**config.mk**
```make
export PLATFORM = sky130hd
export DESIGN_NAME = lsnn_synapse_integrator
export DESIGN_NICKNAME = d
export VERILOG_FILES = /design/src/rtl/lsnn_pkg.sv /design/src/rtl/lsnn_weight_bank.sv /design/src/rtl/lsnn_synapse_integrator.sv
export SDC_FILE = /design/constraint.sdc
export NUM_CORES = 1
export LEC_CHECK = 0
export CORE_ASPECT_RATIO = 1.5
export CORE_MARGIN = 2
export CORE_UTILIZATION = 31
export CTS_BUF_LIST = sky130_fd_sc_hd__clkbuf_4
export DETAILED_ROUTE_END_ITERATION = 12
export GPL_TIMING_DRIVEN = 0
export PLACE_DENSITY = 0.57
export SLEW_MARGIN = 15
export SYNTH_ARGS = -nofsm -noshare
export SYNTH_HDL_FRONTEND = slang
export SYNTH_HIERARCHICAL = 1
export SYNTH_SLANG_ARGS = --single-unit
```
**constraint.sdc**
```tcl
create_clock -name clk -period 6.15 [get_ports clk]
set_input_delay 1.5375 -clock clk [delete_from_list [all_inputs] [get_ports clk]]
set_output_delay 1.5375 -clock clk [all_outputs]
set_load 0.01 [all_outputs]
```
**src/rtl/lsnn_pkg.sv**
```systemverilog
// Shared types and helpers for the LSNN synapse integrator.
package lsnn_pkg;

    localparam int CUR_W_DEF = 8;
    localparam logic [7:0] DEFAULT_WEIGHT_DEF = 8'h08;

    typedef enum logic [1:0] {
        ST_CFG   = 2'd0,
        ST_RUN   = 2'd1,
        ST_FLUSH = 2'd2
    } state_e;

    // Clips an unsigned sum to the largest value representable in 'width' bits.
    function automatic logic [31:0] sat_add(input logic [31:0] sum, input int unsigned width);
        logic [31:0] max_v;
        max_v = (32'd1 << width) - 32'd1;
        return (sum > max_v) ? max_v : sum;
    endfunction

endpackage

```
**src/rtl/lsnn_weight_bank.sv**
```systemverilog
// Per-channel synaptic weight register file with flat combinational read.
module lsnn_weight_bank
    import lsnn_pkg::*;
#(
    parameter int N_IN = 4,
    parameter int CUR_W = CUR_W_DEF,
    parameter logic [CUR_W-1:0] DEFAULT_WEIGHT = CUR_W'(DEFAULT_WEIGHT_DEF)
) (
    input  logic                     clk,
    input  logic                     rst_n,
    input  logic                     wr_en,
    input  logic [$clog2(N_IN)-1:0]  wr_idx,
    input  logic [CUR_W-1:0]         wr_data,
    output logic [N_IN*CUR_W-1:0]    weights
);

    logic [CUR_W-1:0] wt_q [N_IN];

    always_ff @(posedge clk) begin
        if (rst_n) begin
            for (int i = 0; i < N_IN; i++) begin
                wt_q[i] <= DEFAULT_WEIGHT;
            end
        end else if (wr_en) begin
            wt_q[wr_idx] <= wr_data;
        end
    end

    for (genvar g = 0; g < N_IN; g++) begin : g_rd
        assign weights[g*CUR_W +: CUR_W] = wt_q[g];
    end

endmodule

```
**src/rtl/lsnn_synapse_integrator.sv**
```systemverilog
// Spike-gated weight accumulation into a leaky, saturating current trace.
module lsnn_synapse_integrator
    import lsnn_pkg::*;
#(
    parameter int N_IN = 4,
    parameter int CUR_W = CUR_W_DEF,
    parameter int DECAY_SHIFT = 1,
    parameter logic [CUR_W-1:0] DEFAULT_WEIGHT = CUR_W'(DEFAULT_WEIGHT_DEF)
) (
    input  logic                     clk,
    input  logic                     rst_n,
    input  logic [N_IN-1:0]          spike_in,
    input  logic                     start,
    input  logic                     stop,
    input  logic                     wt_valid,
    input  logic [$clog2(N_IN)-1:0]  wt_idx,
    input  logic [CUR_W-1:0]         wt_data,
    output logic                     wt_ready,
    output logic [CUR_W-1:0]         current_out,
    output logic                     sat_flag,
    output logic [1:0]               mode
);

    // Wide enough to hold the decayed trace plus every weight without wrapping.
    localparam int SUM_W = CUR_W + $clog2(N_IN + 1);

    state_e               state, state_next;
    logic [CUR_W-1:0]     trace, trace_next;
    logic                 sat_next;
    logic [SUM_W-1:0]     sum;
    logic [N_IN*CUR_W-1:0] weights;
    logic                 wr_en;

    assign wt_ready    = (state == ST_CFG);
    assign wr_en       = wt_valid && wt_ready && (int'(wt_idx) < N_IN);
    assign current_out = trace;
    assign mode        = state;

    lsnn_weight_bank #(
        .N_IN           (N_IN),
        .CUR_W          (CUR_W),
        .DEFAULT_WEIGHT (DEFAULT_WEIGHT)
    ) u_bank (
        .clk     (clk),
        .rst_n   (rst_n),
        .wr_en   (wr_en),
        .wr_idx  (wt_idx),
        .wr_data (wt_data),
        .weights (weights)
    );

    always_ff @(posedge clk) begin
        if (rst_n) begin
            state    <= ST_CFG;
            trace    <= '0;
            sat_flag <= 1'b0;
        end else begin
            state    <= state_next;
            trace    <= trace_next;
            sat_flag <= sat_next;
        end
    end

    always_comb begin
        state_next = ST_CFG;
        trace_next = '0;
        sat_next   = 1'b0;
        sum        = SUM_W'(trace >> DECAY_SHIFT);
        for (int i = 0; i < N_IN; i++) begin
            if (spike_in[i]) begin
                sum = sum + SUM_W'(weights[i*CUR_W +: CUR_W]);
            end
        end
        case (state)
            ST_CFG: begin
                state_next = start ? ST_RUN : ST_CFG;
            end
            ST_RUN: begin
                trace_next = CUR_W'(sat_add(32'(sum), CUR_W));
                sat_next   = (32'(sum) != 32'(trace_next));
                state_next = stop ? ST_FLUSH : ST_RUN;
            end
            ST_FLUSH: begin
                trace_next = trace >> DECAY_SHIFT;
                state_next = (trace == '0) ? ST_CFG : ST_FLUSH;
            end
            default: begin
                state_next = ST_CFG;
                trace_next = '0;
            end
        endcase
    end

endmodule

```
* Word level (Yosys, flattened, before mapping)
Memory sizes are Yosys's and may differ from the RTL's.
Cells that the tools add are included.
** Word-level totals
- Register bits :: 11
- RAM bits :: 32
- Input bits :: 19
- Output and inout port bits :: 12
- Word-level logic and storage cells :: 36
- Memories kept :: 1
** Cells by class
- Add/subtract/negate cells :: 4
- $lt $le $gt $ge :: 1
- Equality and inequality tests :: 3
- Muxes and demuxes :: 18
- Bitwise logic cells :: 1
- Reduce and logical (&&, ||, !) cells :: 5
** Memory list
- u_bank.wt_q :: depth 4, width 8, read ports 4, clocked after Yosys merged registers in 0, wr ports 4, RTL line lsnn_weight_bank.sv:17 : logic [CUR_W-1:0] wt_q [N_IN];
** Operator list (count)
- 11-bit by 8-bit adder with 11-bit output :: 3
- 11-bit two-way mux :: 3
- 8-bit two-way mux :: 2
- 8-bit case mux with 2 select lines :: 1
- 11-bit by 8-bit greater-than comparator with 1-bit output (second input constant) :: 1
- 11-bit by 8-bit inequality test with 1-bit output :: 1
- 7-bit by 8-bit adder with 9-bit output :: 1
- 9-bit two-way mux :: 1
- 8-bit logical NOT :: 1
- 8-bit OR reduction :: 1
- 1-bit two-way mux :: 7
- 2-bit two-way mux :: 3
- 2-bit case mux with 3 select lines :: 1
- 2-bit by 1-bit == test with 1-bit output (second input constant) :: 1
- 2-bit == test (second input constant) :: 1
- 2-bit logical NOT :: 1
- 2-bit OR reduction :: 1
- 1-bit logical AND :: 1
- 1-bit inverter :: 1

* Longest topological paths before layout
Gate-level depths: netlist of run 1.
An unclocked memory read counts as a cell.
- Word-level depth :: 12
- Depth in mapped cells :: 27
- Depth with buffers taken out :: 27

* Modules after synthesis
Netlist of run 1, hierarchy kept.
** By module, submodules not included
- lsnn_synapse_integrator :: times used 1, cells each 289, area an instance 2293.4 µm², sequential area each 220.2 µm²
- lsnn_weight_bank :: times used 1, cells each 74, area an instance 1260.0 µm², sequential area each 960.9 µm²

* Worst setup path after synthesis of run 1
Ideal clock, no wire load.
- Kind :: in2reg
- Start point :: in spike_in[0]
- End point :: reg trace[5], in the netlist current_out[5]
- Library setup time :: 141 ps
- Arrival :: 5884 ps
- Data required time :: 6009 ps
- Path slack :: 125 ps
- Stages on the path :: 22
- Buffers on the path :: 1
- Cell sequence :: clkbuf_1 mux2_2 ha_1 inv_1 fa_1 nand2b_1 a21oi_1 or4_1 and4_1 a31oi_1 ha_1 a2111o_1 o21a_1 xnor2_1 nand2_1 o21a_1 ha_1 nand2_1 o21ai_0 o21a_1 o32ai_4 a31oi_1
** Between the ends
- Longest elaborated chain between the ends :: 10
** RTL lines
- start, declared :: RTL line lsnn_synapse_integrator.sv:12 : input logic [N_IN-1:0] spike_in,
- 9-bit two-way mux (*) :: RTL line lsnn_synapse_integrator.sv:70 : if (spike_in[i]) begin
- 11-bit by 8-bit adder with 11-bit output :: RTL line lsnn_synapse_integrator.sv:71 : sum = sum + SUM_W'(weights[i*CUR_W +: CUR_W]);
- 11-bit two-way mux (*) :: RTL line lsnn_synapse_integrator.sv:70
- 11-bit by 8-bit adder with 11-bit output :: RTL line lsnn_synapse_integrator.sv:71
- 11-bit two-way mux (*) :: RTL line lsnn_synapse_integrator.sv:70
- 11-bit by 8-bit adder with 11-bit output :: RTL line lsnn_synapse_integrator.sv:71
- 11-bit two-way mux (*) :: RTL line lsnn_synapse_integrator.sv:70
- 11-bit by 8-bit greater-than comparator with 1-bit output :: RTL line lsnn_pkg.sv:17 : return (sum > max_v) ? max_v : sum;
- 8-bit two-way mux (*) :: RTL line lsnn_pkg.sv:17
- 8-bit case mux with 2 select lines (*) :: RTL line lsnn_synapse_integrator.sv:74 : case (state)
- end signal, assigned :: RTL line lsnn_synapse_integrator.sv:59 : trace <= trace_next;
- end, declared :: RTL line lsnn_synapse_integrator.sv:28 : logic [CUR_W-1:0] trace, trace_next;
Every way passes the cells marked *; elsewhere a longest branch is shown, timed or not.
A chain may end at the register's enable or synchronous reset.

* Final worst setup path of run 1
- Start point :: in spike_in[0]
- End point :: reg trace[2], in the netlist current_out[2]
The elaborated chain is that of the path after synthesis.

==> results of run 1 <==
==> metrics by stage <==
step                hold WS, ns  cells
global route              0.619    548
detailed placement        0.563    537
global placement          0.563    537
floorplan                 0.542    363
CTS                       0.582    546
finish                    0.571    548
==> where the power goes <==
group / internal [W] / switching [W] / total [W]
Combinational: 0.000151 / 0.000176 / 0.000328
Sequential: 0.000326 / 0.00000863 / 0.000335
Clock: 0.0000462 / 0.000103 / 0.000149
Total: 0.000524 / 0.000288 / 0.000812
==> synth_stat cells (all sizes together) (7+ instances only) <==
| library cell | instances | area share, % |
|---|---|---|
| dfxtp | 11 | 6.2 |
| nor3 | 12 | 1.7 |
| a211oi | 8 | 1.7 |
| xnor2 | 13 | 3.4 |
| edfxtp | 32 | 27 |
| nand2 | 22 | 2.3 |
| ha | 39 | 14 |
| nand2b | 7 | 1.2 |
| o211ai | 7 | 1.5 |
| a31oi | 7 | 1.2 |
| nor2 | 14 | 1.5 |
| and2 | 34 | 6.0 |
| mux2 | 11 | 3.5 |
| a21o | 7 | 1.5 |
| o21a | 12 | 2.5 |
| inv | 21 | 2.2 |
| a21oi | 18 | 2.5 |
| o21ai | 23 | 3.3 |
==> metal layers <==
metal | up-vias | GRT usage (%) | routed length, µm
met1 | 1298 | 15.4 | 3510
li1 | 1425 | - | -
met2 | 42 | 27.9 | 4760
met4 | 0 | 9.26 | 553
met5 | - | 0 | 0
met3 | 20 | 1.00 | 149
==> what timing repair did <==
| item | in CTS | in global routing |
|---|---|---|
| setup endpoints to repair | 9 | 9 |
| pin swaps | 1 | 0 |
| setup buffers | 1 | 1 |
| gates resized for setup | 4 | 10 |
==> state kept, by name, indices dropped and copies added, names as in the netlist <==
register	cells
mode	2
current_out	8
sat_flag	1
u_bank/wt_q	32
==> cell families (layout without fill, tap and decap cells) <==
group	count (synthesis)	count (layout)	synth area share (%)
AND/OR/NAND/NOR	112	112	18.3
AO/OA/AOI/OAI	106	106	20.8
adder cells (fa/ha/maj)	43	43	16.0
flip-flops	43	43	33.2
buffers and inverters	28	65	2.99
XOR/XNOR	17	17	4.40
multiplexers	14	14	4.33
other	0	1	0
==> final cells by class <==
type | instances | share of cell area (%)
antenna | 1 | 0.0602
buffer | 6 | 0.662
clock buffer | 5 | 0.903
clock inverter | 3 | 0.542
inverter | 22 | 1.99
multi-input combinational | 292 | 55.8
sequential | 43 | 28.4
tap | 147 | 4.43
timing repair buffer | 29 | 7.17
==> final timing paths <==
kind,startpoint,endpoint,slack (ns)
max,spike_in[0],current_out[2],0.28
min,current_out[3],current_out[2],0.57
max reg2reg,current_out[1],current_out[2],0.35
min reg2reg,current_out[3],current_out[2],0.57
==> worst max-delay path: stages <==
cell and delay, ns:
clkbuf_4 0.19, mux2_4 0.36, ha_1 0.22, inv_1 0.08
fa_1 0.20, nand2b_1 0.14, a21oi_1 0.12, or4_1 0.40
and4_1 0.21, a31oi_4 0.20, ha_4 0.25, a2111o_1 0.41
o21a_1 0.22, xnor2_1 0.16, nand2_1 0.07, o21a_1 0.15
ha_1 0.30, nand2_1 0.09, o21ai_0 0.08, o21a_1 0.22
o32ai_4 0.31, buf_12 0.16, o211ai_1 0.08
==> reports/qor.yml, run 1 <==
cellPowerDensity_nw_per_um2: 195
yosys.cell_types.count: 55
final.setup.tns_ns: 0
tightest_slew_ns: 0.529
syn-cell-area_um2: 3550
setup_violations: 0
start_util_pct: 32.0
stdcell_area_um2: 4160
vdd_drop_max_mv: 0.121
ys.flop_type: "edfxtp_1"
grt-ovfl-total: 0
routed_wl_um: 8980
period_needed_ns: 5.87
fin_ws_ns: 0.279
num_vias: 2785
synth.avg_cell_area_um2: 9.79
place_area_um2: 4010
ff_latch_area_um2: 1180
dr.first_iter.drc_count: 60
grt_max_degree: 16
final_nets: 461
core_region_area_um2: 11100
dp_slack_ns: -0.784
dieArea_um2: 12400
cts_tree: "built"
grt_pass1_vias: 2775
final_cell_mix: "ha_1, and2_1, edfxtp_1"
syn_inst: 363
p_leak_nw: 1.67
hpwl_um: 7250
fin_util_pct: 37.4
rsz0062_at_grt: "no"
hold_depth: 2
root_buffer: "clkbuf_4"
crit_required_ns: 6.42
wl_per_cell_um: 16.4
cp.arrival_ns: 6.14
path_class: "in -> reg"
ant_nets: 0
grt_antenna_before_repair: 1
critPathCaptureType: "flop"
startpoint_type: "input port"
synth-edff-count: 32
max_cap_violations: 0
synth_seq_area_share_pct: 33.2
hold_class: "reg -> reg"
cp_max_fo: 10
dr.pass1.iters: 4
fin_skew_ns: 0.0102
portBuffers: 27
finalHoldViolCount: 0
cts_hold_buf: 0
clk_path_buf_depth: 2
syn-num-nets: 425
clock.fmax_mhz: 170
min_period_over_period_pct: 95.5
clk_pin_slew_ns: 0.14
finalMaxSlewViolations: 0
outcome: "finished clean"
yosysWarnings: 6
clock-sinks: 43
multi_input_area_um2: 2320
cts-buffers-inserted: 5
die_width_um: 91.4
ys_seq_elements: 43
fillCellCount: 1111
slew_headroom_pct: 64.6
fp.dieH_um: 135
gp_congestion: 0.873
synthArstFlopShare_pct: 0
vias_per_cell: 5.08
drcViolationCount: 0
rows: 47
final_common_cell: "ha_1"
insertion_delay_ns: 0.38
htree_levels: 2
totalPowerFinal_w: 0.000812
grt_usage_pct: 14.7
grt_pass1_wl_um: 13900
io_pins: 31
area_growth_pct: 16.9
worstRegToRegCells: 26
drive_above_1_share_pct: 11.3
Note: power is estimated with default switching activity, not from simulation.
==> run 2, diff against run 1 <==
--- a/config.mk
+++ b/config.mk
@@ -11,6 +11,7 @@
 export CTS_BUF_LIST = sky130_fd_sc_hd__clkbuf_4
 export DETAILED_ROUTE_END_ITERATION = 12
 export GPL_TIMING_DRIVEN = 0
+export MAX_ROUTING_LAYER = met4
 export PLACE_DENSITY = 0.57
 export SLEW_MARGIN = 15
 export SYNTH_ARGS = -nofsm -noshare
==> reports/qor.yml, run 2 (synthesis gave the netlist of run 1 again) <==
finalMaxSlewViolations: 0  # unchanged
grt_pass1_vias: 2785  # was 2775
routed_wl_um: 9210  # was 8980 µm
p_leak_nw: 1.67  # about the same
insertion_delay_ns: 0.39  # was 0.38 ns
rrSetupSlack_ns: 0.38  # was 0.35 ns
clk_path_buf_depth: 2  # unchanged
vdd_drop_max_mv: 0.132  # was 0.121 mV
min_period_over_period_pct: 95.1  # was 95.5%
critPathCaptureType: "flop"  # unchanged
cp_max_fo: 10  # unchanged
area_growth_pct: 17.9  # was 16.9%
hold_class: "reg -> reg"  # unchanged
worstRegToRegCells: 22  # was 26
fin_util_pct: 37.7  # was 37.4%
core_region_area_um2: 11100  # unchanged
htree_levels: 2  # unchanged
start_util_pct: 32.0  # unchanged
dp_slack_ns: -0.827  # was -0.784 ns
fin_skew_ns: 0.0106  # was 0.0102 ns
cts-buffers-inserted: 5  # unchanged
cellPowerDensity_nw_per_um2: 195  # about the same
startpoint_type: "input port"  # unchanged
cts_tree: "built"  # unchanged
final_cell_mix: "ha_1, and2_1, edfxtp_1"  # unchanged
fin_ws_ns: 0.304  # was 0.279 ns
tightest_slew_ns: 0.555  # was 0.529 ns
grt_pass1_wl_um: 14300  # was 13900 µm
grt_usage_pct: 15.6  # was 14.7%
path_class: "in -> reg"  # unchanged
min_from: "current_out[3]"  # unchanged
clock-sinks: 43  # unchanged
grt_max_degree: 16  # unchanged
largest_reg_flops: 32  # unchanged
grt-ovfl-total: 0  # unchanged
cp.arrival_ns: 6.13  # was 6.14 ns
dieArea_um2: 12400  # unchanged
max_cap_violations: 0  # unchanged
drive_above_1_share_pct: 12.0  # was 11.3%
holdPathEnd: "current_out[2]"  # unchanged
grt_antenna_before_repair: 1  # unchanged
gp_congestion: 0.911  # was 0.873
fp.dieH_um: 135  # unchanged
num_vias: 2788  # was 2785
die_width_um: 91.4  # unchanged
crit_required_ns: 6.43  # was 6.42 ns
finalHoldViolCount: 0  # unchanged
io_pins: 31  # unchanged
root_buffer: "clkbuf_4"  # unchanged
rr_startpoint: "current_out[5]"  # was current_out[1]
reg2reg_to: "current_out[7]"  # was current_out[2]
ant_nets: 0  # unchanged
final_nets: 460  # was 461
largest_register: "u_bank/wt_q"  # unchanged
wl_per_cell_um: 16.8  # was 16.4 µm
slew_headroom_pct: 62.6  # was 64.6%
dr.first_iter.drc_count: 75  # was 60
clock.fmax_mhz: 171  # was 170 MHz
cts_hold_buf: 0  # unchanged
outcome: "finished clean"  # unchanged
hpwl_um: 7390  # was 7250 µm
portBuffers: 27  # unchanged
drcViolationCount: 0  # unchanged
rows: 47  # unchanged
vias_per_cell: 5.10  # was 5.08
final_common_cell: "ha_1"  # unchanged
period_needed_ns: 5.85  # was 5.87 ns
hold_depth: 2  # unchanged
setup_violations: 0  # unchanged
clk_pin_slew_ns: 0.14  # about the same
dr.pass1.iters: 4  # unchanged
==> run 2: final cells by class <==
type	count	area, µm²
fill	1117	6930
multi-input combinational	292	2360
sequential	43	1180
timing repair buffer	28	290
tap	147	184
inverter	22	82.6
clock buffer	5	37.5
buffer	6	27.5
clock inverter	3	25.0
antenna	1	2.50
==> run 2: layer usage <==
| metal | vias to the layer above | track usage (%) | wire (µm) |
|---|---|---|---|
| met5 | - | - | 0 |
| met4 | 0 | 6.48 | 354 |
| met3 | 15 | 1.28 | 136 |
| met2 | 34 | 29.3 | 5060 |
| met1 | 1316 | 16.6 | 3660 |
| li1 | 1423 | - | - |
==> run 2: stage by stage <==
| stage | cells | hold slack, ns | total power [W] | area, µm² | TNS (ns) |
|---|---|---|---|---|---|
| 3_3_place_gp | 537 | 0.559 | 0.000645 | 4010 | -6.55 |
| 3_5_place_dp | 537 | 0.560 | 0.000650 | 4010 | -6.89 |
| 6_report | 547 | 0.565 | 0.000817 | 4190 | 0 |
| 4_1_cts | 546 | 0.574 | 0.000809 | 4100 | 0 |
| 5_1_grt | 547 | 0.608 | 0.000871 | 4190 | -0.0177 |
| 2_1_floorplan | 363 | 0.542 | 0.000563 | 3550 | 0 |
==> run 2: worst max-delay path, cell delays in order <==
cell	delay, ns
buf_4	0.17
mux2_4	0.36
ha_1	0.22
inv_1	0.07
fa_1	0.19
nand2b_1	0.16
a21oi_2	0.09
or4_1	0.38
and4_1	0.22
a31oi_4	0.20
ha_4	0.25
a2111o_1	0.41
o21a_1	0.22
xnor2_1	0.15
nand2_1	0.07
o21a_1	0.17
ha_1	0.32
nand2_1	0.09
o21ai_0	0.08
o21a_1	0.21
o32ai_4	0.30
buf_12	0.16
a31oi_1	0.08
==> run 2: how the worst max path moves through the flow <==
stage                            from              to  slack [ns]
after floorplan           spike_in[0]  current_out[5]        0.13
after global placement    spike_in[0]  current_out[7]       -0.75
after detailed placement  spike_in[0]  current_out[7]       -0.83
after CTS                 spike_in[0]  current_out[7]        0.04
after global routing      spike_in[0]  current_out[6]       -0.02
final                     spike_in[0]  current_out[7]        0.30
==> run 2: where the power goes <==
group | internal (W) | switching, W | leakage (nW)
registers | 0.000326 | 0.00000873 | 0.412
clock network | 0.0000458 | 0.000104 | 0.0314
logic | 0.000152 | 0.000180 | 1.23
total | 0.000524 | 0.000293 | 1.67
==> run 2: timing repair <==
action	CTS	global route
resized for setup	4	18
pin swaps	1	1
endpoints found under the setup margin	9	9
setup buffers	1	0
